==> src/rtl/io_test_scope.sv <==
// rtl/io_test_scope.sv - triggered 2^CDepthLog2 x 16 capture scope behind a small IO register window
module io_test_scope #(
  parameter logic [15:0] CAddrBase  = 16'h0000,
  parameter int          CDepthLog2 = 6
) (
  input  logic        AClkH,
  input  logic        AResetHN,
  input  logic        AClkHEn,
  input  logic [15:0] AIoAddr,
  output logic [63:0] AIoMiso,
  input  logic [63:0] AIoMosi,
  input  logic [3:0]  AIoWrSize,
  input  logic [3:0]  AIoRdSize,
  output logic        AIoAddrAck,
  output logic        AIoAddrErr,
  input  logic [15:0] ATest16p,
  output logic        ABusy
);

  localparam int Depth = 1 << CDepthLog2;
  localparam int PtrW  = CDepthLog2 + 1;
  localparam logic [PtrW-1:0] PtrLast = PtrW'(Depth - 1);
  localparam logic [PtrW-1:0] PtrEnd  = PtrW'(Depth);

  localparam logic [1:0] StIdle    = 2'd0;
  localparam logic [1:0] StArmed   = 2'd1;
  localparam logic [1:0] StCapture = 2'd2;
  localparam logic [1:0] StDone    = 2'd3;

  localparam logic [3:0] SzByte  = 4'b0001;
  localparam logic [3:0] SzWord  = 4'b0010;
  localparam logic [3:0] SzDword = 4'b0100;

  logic [1:0]      state;
  logic [PtrW-1:0] wr_ptr;
  logic [PtrW-1:0] rd_ptr;
  logic [15:0]     trig_value;
  logic [15:0]     trig_mask;
  logic [15:0]     mem [Depth];

  logic [15:0]      offset;
  logic             hit0, hit1, hit2, in_range;
  logic             wr_any, rd_any, wr_ok, rd_ok, bad;
  logic             cmd_wr_ok, trig_wr_ok, status_rd_ok, data_rd_ok;
  logic             do_cmd, do_arm, do_abort, do_trig_wr, do_data_rd;
  logic             data_valid, trig_hit, mem_we;
  logic [PtrW-2:0]  mem_addr;
  logic [15:0]      data_out;
  logic [7:0]       status;
  logic             unused_mosi;

  assign unused_mosi = ^AIoMosi[63:32];

  // Address/size decode, register read mux and capture write control; all combinational on the current access
  always_comb begin
    offset       = AIoAddr - CAddrBase;
    hit0         = (offset == 16'd0);
    hit1         = (offset == 16'd1);
    hit2         = (offset == 16'd2);
    in_range     = hit0 || hit1 || hit2;
    wr_any       = |AIoWrSize;
    rd_any       = |AIoRdSize;
    cmd_wr_ok    = hit0 && (AIoWrSize == SzByte);
    trig_wr_ok   = hit1 && (AIoWrSize == SzDword);
    status_rd_ok = hit0 && (AIoRdSize == SzByte);
    data_rd_ok   = hit2 && (AIoRdSize == SzWord);
    wr_ok        = cmd_wr_ok || trig_wr_ok;
    rd_ok        = status_rd_ok || data_rd_ok;
    // An illegal half of an access poisons the whole access so it has no side effect.
    bad          = in_range && ((wr_any && !wr_ok) || (rd_any && !rd_ok));
    AIoAddrErr   = bad;
    AIoAddrAck   = (wr_ok || rd_ok) && !bad;

    do_cmd       = AClkHEn && AIoAddrAck && cmd_wr_ok;
    do_abort     = do_cmd && AIoMosi[1];
    do_arm       = do_cmd && AIoMosi[0] && !AIoMosi[1];
    do_trig_wr   = AClkHEn && AIoAddrAck && trig_wr_ok;

    data_valid   = (state == StDone) && (rd_ptr != PtrEnd);
    data_out     = data_valid ? mem[rd_ptr[PtrW-2:0]] : 16'h0000;
    do_data_rd   = AClkHEn && AIoAddrAck && data_rd_ok && data_valid;

    status       = {5'h00, state == StDone, state == StCapture, state == StArmed};
    AIoMiso      = 64'h0;
    if (AIoAddrAck && status_rd_ok) AIoMiso = {56'h0, status};
    else if (AIoAddrAck && data_rd_ok) AIoMiso = {48'h0, data_out};

    trig_hit     = ((ATest16p ^ trig_value) & trig_mask) == 16'h0000;
    mem_we       = AClkHEn && !do_cmd_override(do_arm, do_abort) &&
                   (((state == StArmed) && trig_hit) || (state == StCapture));
    mem_addr     = (state == StArmed) ? '0 : wr_ptr[PtrW-2:0];

    ABusy        = (state == StArmed) || (state == StCapture);
  end

  function automatic logic do_cmd_override(input logic arm, input logic abort);
    return arm || abort;
  endfunction

  // Scope FSM, pointers and trigger registers; abort beats arm, arm beats everything else
  always_ff @(posedge AClkH or negedge AResetHN) begin
    if (!AResetHN) begin
      state      <= StIdle;
      wr_ptr     <= '0;
      rd_ptr     <= '0;
      trig_value <= 16'h0000;
      trig_mask  <= 16'h0000;
    end else if (AClkHEn) begin
      if (do_trig_wr) begin
        trig_value <= AIoMosi[15:0];
        trig_mask  <= AIoMosi[31:16];
      end
      if (do_abort) begin
        state <= StIdle;
      end else if (do_arm) begin
        state  <= StArmed;
        wr_ptr <= '0;
        rd_ptr <= '0;
      end else begin
        case (state)
          StArmed: begin
            if (trig_hit) begin
              wr_ptr <= PtrW'(1);
              state  <= StCapture;
            end
          end
          StCapture: begin
            wr_ptr <= wr_ptr + 1'b1;
            if (wr_ptr == PtrLast) state <= StDone;
          end
          StDone: begin
            if (do_data_rd) rd_ptr <= rd_ptr + 1'b1;
          end
          default: ;
        endcase
      end
    end
  end

  // Sample buffer: single write port from the capture path, combinational read for DATA
  always_ff @(posedge AClkH) begin
    if (mem_we) mem[mem_addr] <= ATest16p;
  end

endmodule

==> config.mk <==
export PLATFORM = sky130hd
export DESIGN_NAME = io_test_scope
export DESIGN_NICKNAME = d
export VERILOG_FILES = /design/src/rtl/io_test_scope.sv
export SDC_FILE = /design/constraint.sdc
export NUM_CORES = 1
export LEC_CHECK = 0
export CAP_MARGIN = 10
export CORE_MARGIN = 4
export CORE_UTILIZATION = 39
export CTS_BUF_LIST = sky130_fd_sc_hd__clkbuf_4 sky130_fd_sc_hd__clkbuf_8 sky130_fd_sc_hd__clkbuf_16
export DETAILED_ROUTE_END_ITERATION = 6
export SLEW_MARGIN = 0
export SYNTH_ARGS = -nofsm -noshare
export SYNTH_HDL_FRONTEND = slang
export SYNTH_SLANG_ARGS = --single-unit
==> constraint.sdc <==
create_clock -name AClkH -period 2.8 [get_ports AClkH]
set_input_delay 0.56 -clock AClkH [delete_from_list [all_inputs] [get_ports AClkH]]
set_output_delay 0.56 -clock AClkH [all_outputs]
set_load 0.005 [all_outputs]
==> reports/results.ini, run 1 <==
[critical_path]
critPathCaptureType=output pin
worst_path_dominant_cell_family=buffers and inverters
critical_path.max_stage_delay_ns=0.53
r2r_cells=9
timing.critical_path.mode_cell=sky130_fd_sc_hd__buf_12
reg2reg_setup_slack_ns=0.14
timing.setup.critical_path_class=flop to output pin
critPathRequiredTime_ns=2.24
critical_path_peak_fanout=9
crit_arrival_ns=3.36
reg2reg_end=mem[25][1]$_DFFE_PP_
cp.buffers_inverters=7
cell_breakdown_of_the_critical_path=buf_12 -> buf_12 -> buf_12 -> buf_16 -> buf_12 -> mux4_2 -> mux4_2 -> a22oi_2 -> buf_4 -> a21oi_1 -> buf_2
critical_path.slowest_cell=sky130_fd_sc_hd__dfrtp_4
timing.critical_path.from_type=flop
startpoint_of_the_lowest_slack_register_to_register_path=trig_value[14]$_DFFE_PN0P_

[cells_and_area]
count_of_nets_after_finishing=2482
area_delta_synth_final_pct=23.12
insertedDiodeCount=0
layout-drive-gt1-share=0.3987

[synth]
netlist.area_leader.share=0.7271
post_synth_num_cell_types=60
most_area_hungry_cell_type_in_the_yosys_netlist=sky130_fd_sc_hd__edfxtp_1
yosys-top-cells-count=1024 x sky130_fd_sc_hd__edfxtp_1, 303 x sky130_fd_sc_hd__mux4_2, 86 x sky130_fd_sc_hd__nor2_1, 55 x sky130_fd_sc_hd__buf_4, 53 x sky130_fd_sc_hd__buf_2
yosysWarnings=0
postSynthAreaPerCell_um2=21.94
synth-edff-count=1024
synthesis.area_um2=42290
yosysMostFrequentCell=sky130_fd_sc_hd__edfxtp_1
synth_seq_area_share=0.7555
top_reg_cell_synth=sky130_fd_sc_hd__edfxtp_1
synth-async-reset-ratio=0.04478
synth.area.top_cells=sky130_fd_sc_hd__edfxtp_1 73%, sky130_fd_sc_hd__mux4_2 16%, sky130_fd_sc_hd__dfrtp_1 2.8%
syn_inst=1928
ys_seq_elements=1072

[power]
p_sw_frac=0.2108
internal_power_w=0.02647
power_density_normalized_to_cell_area_nw_per_um2=644.0
max_rail_drop_vdd_v=0.0004373
switching_power_w=0.007071
leakage_nw=16.81
pwr-share-comb=0.052
clockPowerShare=0.410
seq_power_share=0.538

[route]
dr_total_vias=21220
drt_pre_antenna_iters=5
wirelength_um=106000
postRouteAntennaNets=0
post_drt_wl_per_cell_um=27.49
routed_via_density=5.504
drt_first_iter_violations=2091
drcViolationCount=0

[cts]
cts.reportedPaths.clkPinSlew_ns=0.06
clk_latency_ns=0.66
tritoncts=yes
cts-buffers-inserted=105
cts_num_sinks=1072
ctsHtreeMaxLevel=3
maximum_number_of_buffers_from_clock_root_to_sink=3
cts-root-buf=sky130_fd_sc_hd__clkbuf_16

[die]
floorplan.die.width_um=337.3
dieHeight_um=337.3
pin_count=174
placementRows=120
initial_util=0.3940
floorplan.die_area_um2=113800
coreArea_um2=107400

[place]
globalplace.congestion=0.8533
placement.setup.worst_slack_ns=-0.9543
dp_hpwl_um=65740
port_buffers=93

[global_route]
wire_length_of_the_first_global_routing_pass_um=154300
antenna_violations_before_repair=1
globalRouteTotalUtil=0.1879
grt_start_max_net_pins=65
grt_overflow=0
grt_pass1_vias=22120

[sta]
grt_setup_unrepaired=yes
maxSlewHeadroom=0.4382
period_minus_slack_ns=3.916
hold_viol=0
final-max-slew-violation-count=0
finalClockSkew_ns=0.02311
setup_slack_ns=-1.116
worst_hold_slack_ns=0.2643
finalSetupViolCount=32
worst_slew_pin_slew_ns=0.8428
fmax_ghz=0.2554
min_period_over_period=1.398

[worst_hold_path]
worstHoldPathCells=2
worstHoldStart=ATest16p[5]
whs_endpoint=mem[30][5]$_DFFE_PP_
hold_path_class=input pin to flop

[run_status]
failed_checks=setup timing
status=finished, violations left

[job]
cap_violations=0

-- kinds of logic after synthesis --
family | count (synthesis) | share of synthesized area
flip-flops | 1072 | 0.7555
multiplexers | 350 | 0.1734
AND/OR/NAND/NOR | 201 | 0.02420
buffers and inverters | 150 | 0.02047
AO/OA/AOI/OAI | 129 | 0.02065
XOR/XNOR | 19 | 0.003935
adder cells (fa/ha/maj) | 6 | 0.001775
other | 1 | 0.00008867
-- worst max-delay path by stage --
stage	to	cells past startpoint	startpoint	slack, ns
final	AIoMiso[6]	11	rd_ptr[0]$_DFFE_PN0P_	-1.12
after detailed placement	mem[44][11]$_DFFE_PP_	10	AIoAddr[1]	-0.95
after CTS	AIoMiso[10]	10	rd_ptr[0]$_DFFE_PN0P_	-1.21
after global placement	mem[44][11]$_DFFE_PP_	11	AIoAddr[12]	-0.92
after global routing	AIoMiso[9]	11	rd_ptr[0]$_DFFE_PN0P_	-1.23
after floorplan	mem[29][0]$_DFFE_PP_	7	ATest16p[14]	-0.006
-- flip-flops by register name, indices dropped and copies added (netlist names) --
name / count
state: 2
rd_ptr: 7
trig_mask: 16
wr_ptr: 7
trig_value: 16
mem: 1024
-- power by group through the flow --
stage / clock network, W / logic [W] / registers, W
floorplan: 0 / 0.000728 / 0.0183
global route: 0.0148 / 0.00185 / 0.0181
finish: 0.0138 / 0.00173 / 0.0180
detailed placement: 0 / 0.00167 / 0.0184
CTS: 0.0140 / 0.00170 / 0.0180
global placement: 0 / 0.00162 / 0.0184
-- stage by stage --
| step | utilization | cell area (um^2) | cells | power [W] | TNS (ns) |
|---|---|---|---|---|---|
| detailed placement | 0.4439 | 47650 | 3621 | 0.02005 | -618.80 |
| global route | 0.4851 | 52070 | 3856 | 0.03467 | -26.75 |
| finish | 0.4851 | 52070 | 3856 | 0.03354 | -17.34 |
| CTS | 0.4828 | 51830 | 3850 | 0.03373 | -18.52 |
| floorplan | - | 42470 | 1975 | 0.01904 | -0.4886 |
| global placement | 0.4437 | 47640 | 3620 | 0.01998 | -596.23 |
-- placed cells by master, fill, tap and decap left out, drive strengths merged, types with 7 or more instances in the layout --
cell	n
dfrtp	48
nand2	27
mux2	32
clkbuf	145
o21ai	22
conb	48
dlygate4sd2	7
xor2	19
a21oi	26
a22oi	34
nor3	10
clkdlybuf4s50	35
buf	365
clkinv	39
nor2b	15
mux2i	15
nand3	19
dlymetal6s2s	13
edfxtp	1024
mux4	303
a211oi	22
nor2	86
inv	9
-- layer usage --
metal	up-vias	GRT usage	wire length, um
met4	0	0.05017	2754
met3	152	0.03577	8169
li1	8915	-	-
met1	11310	0.2644	43760
met5	-	0	0
met2	851	0.3034	51310
-- repair_timing --
item | 4_1_cts | 5_1_grt
setup buffers | 34 | 9
hold buffers | 1 | 0
setup endpoints to repair | 224 | 646
cloned | 6 | 2
pin swaps | 35 | 13
hold endpoints to repair | 23 | 0
resized for setup | 163 | 68
-- area by class of cell --
cell class	instances	area [um^2]
tap	1403	1755
sequential	1072	31970
timing repair buffer	430	4870
fill	8507	55280
clock inverter	52	417.9
multi-input combinational	753	10080
inverter	7	26.28
clock buffer	139	2959
No activity file was read; power rests on OpenSTA's default activity.
==> run 2: changes to the inputs <==
--- a/config.mk
+++ b/config.mk
@@ -5,7 +5,9 @@
 export SDC_FILE = /design/constraint.sdc
 export NUM_CORES = 1
 export LEC_CHECK = 0
+export ABC_CLOCK_PERIOD_IN_PS = 2800
 export CAP_MARGIN = 10
+export CORE_ASPECT_RATIO = 1.1
 export CORE_MARGIN = 4
 export CORE_UTILIZATION = 39
 export CTS_BUF_LIST = sky130_fd_sc_hd__clkbuf_4 sky130_fd_sc_hd__clkbuf_8 sky130_fd_sc_hd__clkbuf_16
==> run 2 against run 1 <==
Against the previous run: the flow still finishes with violations (setup timing); clock skew is 0.0013 ns higher; critical path depth decreased by 2; die area about the same; non-clock buffer count unchanged; clock power grew 5%; critical path type unchanged.
==> reports/results.ini, run 2 (same netlist as run 1, synthesis figures left out) <==
[run_status]
status=finished, violations left
failed_checks=setup timing

[worst_hold_path]
hold_path_class=input pin to flop

[die]
coreArea_um2=107500  ; +0.15%
placementRows=126  ; +5.0%
dieHeight_um=353.4  ; +4.8%
initial_util=0.3934  ; -0.0006052
floorplan.die_area_um2=113800  ; about the same
pin_count=174  ; unchanged
floorplan.die.width_um=322.0  ; -4.5%

[critical_path]
critPathCaptureType=output pin
critical_path_peak_fanout=6  ; -3
timing.setup.critical_path_class=flop to output pin
crit_arrival_ns=3.28  ; -0.08 ns
critPathRequiredTime_ns=2.24  ; about the same
timing.critical_path.from_type=flop

[place]
dp_hpwl_um=65600  ; -0.22%
port_buffers=93  ; unchanged
placed_area_um2=47610  ; about the same
globalplace.congestion=0.8396  ; -1.6%

[sta]
finalClockSkew_ns=0.02436  ; +0.001254 ns
finalSetupTns_ns=-15.92  ; +1.422 ns
final-max-slew-violation-count=0  ; unchanged
maxSlewHeadroom=0.3185  ; -0.1197
fmax_ghz=0.2603  ; +1.9%
finalSetupViolCount=19  ; -41%
grt_setup_unrepaired=yes
hold_viol=0  ; unchanged
setup_slack_ns=-1.041  ; +0.07429 ns
worst_slew_pin_slew_ns=1.018  ; +0.1757 ns
min_period_over_period=1.372  ; -0.02653
period_minus_slack_ns=3.841  ; -0.07429 ns

[cells_and_area]
top_regs=mem (1024), trig_mask (16), trig_value (16)
layout.cell_area.non_filler_um2=52590  ; +1.0%
area_of_combinational_cells_with_multiple_inputs_um2=10210  ; +1.3%
largest_register_ff_count=1024  ; unchanged
layout_commonest_cell=sky130_fd_sc_hd__edfxtp_1
fillCellCount=8583  ; +0.89%
seq_area_um2=31970  ; unchanged
commonest_non_fill_non_tap_cells_in_the_layout=1024 x sky130_fd_sc_hd__edfxtp_1, 303 x sky130_fd_sc_hd__mux4_2, 181 x sky130_fd_sc_hd__buf_4
area_delta_synth_final_pct=24.36
insertedDiodeCount=0  ; unchanged
layout-drive-gt1-share=0.4069  ; +0.008201
count_of_nets_after_finishing=2486  ; +0.16%
regMostFlops=mem

[global_route]
grt_start_max_net_pins=65  ; unchanged
grt_pass1_vias=22210  ; +0.41%
grt_overflow=0  ; unchanged
antenna_violations_before_repair=2  ; +1
globalRouteTotalUtil=0.1896  ; +0.001726
wire_length_of_the_first_global_routing_pass_um=156200  ; +1.2%

[cts]
ctsHtreeMaxLevel=3  ; unchanged
clk_latency_ns=0.68  ; +0.02 ns
maximum_number_of_buffers_from_clock_root_to_sink=3  ; unchanged
cts-buffers-inserted=109  ; +3.8%
cts.reportedPaths.clkPinSlew_ns=0.06  ; about the same
tritoncts=yes
cts_num_sinks=1072  ; unchanged
cts-root-buf=sky130_fd_sc_hd__clkbuf_16

[route]
drcViolationCount=0  ; unchanged
post_drt_wl_per_cell_um=27.88  ; +1.4%
routed_via_density=5.527  ; +0.41%
postRouteAntennaNets=0  ; unchanged
wirelength_um=108000  ; +1.9%
drt_pre_antenna_iters=6  ; +1
dr_total_vias=21410  ; +0.86%
drt_first_iter_violations=2288  ; +9.4%

[power]
leakage_nw=16.87  ; +0.35%
max_rail_drop_vdd_v=0.0004956  ; +13%
power_density_normalized_to_cell_area_nw_per_um2=653.4  ; +1.4%

[job]
cap_violations=0  ; unchanged

-- run 2: routing by layer --
metal	part of all wire	wire [um]	track usage	vias up
met5	0	0	0	-
met4	0.030	3205	0.06495	0
met3	0.069	7431	0.02774	118
met2	0.50	53530	0.3098	869
met1	0.41	43800	0.2626	11500
li1	-	-	-	8924
-- run 2: report_power, final --
| part | internal (W) | switching, W | leakage (nW) | total [W] |
|---|---|---|---|---|
| registers | 0.0179 | 0.000150 | 9.85 | 0.0181 |
| logic | 0.000619 | 0.00116 | 5.22 | 0.00178 |
| clock network | 0.00859 | 0.00594 | 1.80 | 0.0145 |
| total | 0.0271 | 0.00725 | 16.9 | 0.0344 |
-- run 2: worst max-delay path, cell delays in order, from the launching register on --
cell	delay, ns
sky130_fd_sc_hd__dfrtp_4	0.53
sky130_fd_sc_hd__buf_12	0.17
sky130_fd_sc_hd__buf_12	0.14
sky130_fd_sc_hd__buf_4	0.13
sky130_fd_sc_hd__buf_4	0.12
sky130_fd_sc_hd__mux4_2	0.41
sky130_fd_sc_hd__mux4_2	0.58
sky130_fd_sc_hd__a22oi_2	0.28
sky130_fd_sc_hd__a21oi_1	0.10
sky130_fd_sc_hd__buf_2	0.14
-- run 2: area by class of cell --
| type | instances | area share |
|---|---|---|
| clock buffers | 140 | 0.05809 |
| flip-flops and latches | 1072 | 0.6078 |
| multi-input cells | 753 | 0.1941 |
| inverters | 7 | 0.0005710 |
| clock inverters | 63 | 0.01082 |
| repair buffers | 430 | 0.09518 |
| well taps | 1408 | 0.03350 |
-- run 2: final timing paths --
| path | startpoint | to | slack (ns) | cells past startpoint |
|---|---|---|---|---|
| setup / recovery | rd_ptr[0]$_DFFE_PN0P_ | AIoMiso[6] | -1.04 | 9 |
| hold / removal | ATest16p[9] | mem[30][9]$_DFFE_PP_ | 0.28 | 1 |
| setup reg to reg | rd_ptr[0]$_DFFE_PN0P_ | rd_ptr[4]$_DFFE_PN0P_ | -0.05 | 16 |
| hold reg to reg | trig_mask[2]$_DFFE_PN0P_ | trig_mask[2]$_DFFE_PN0P_ | 0.49 | 1 |
| max in group asynchronous | AResetHN | trig_value[15]$_DFFE_PN0P_ | 1.61 | 3 |
| min in group asynchronous | AResetHN | trig_mask[1]$_DFFE_PN0P_ | 0.41 | 2 |
-- run 2: timing repair --
item	CTS	global route
gates cloned	6	3
hold buffers	1	0
resized for setup	195	68
hold endpoints to repair	23	0
endpoints found under the setup margin	634	394
buffers inserted	40	24
pin swaps	43	27
-- run 2: stage by stage --
step           instances  utilization  worst slack, ns  total power [W]  hold slack [ns]
3_5_place_dp        3608       0.4428           -1.005          0.02007           0.4800
2_1_floorplan       1975            -        -0.006140          0.01904           0.2644
5_1_grt             3873       0.4892           -1.128          0.03548           0.2382
4_1_cts             3853       0.4853           -1.157          0.03455           0.2351
6_report            3873       0.4892           -1.041          0.03436           0.2759
3_3_place_gp        3608       0.4428          -0.9060          0.01999           0.4738
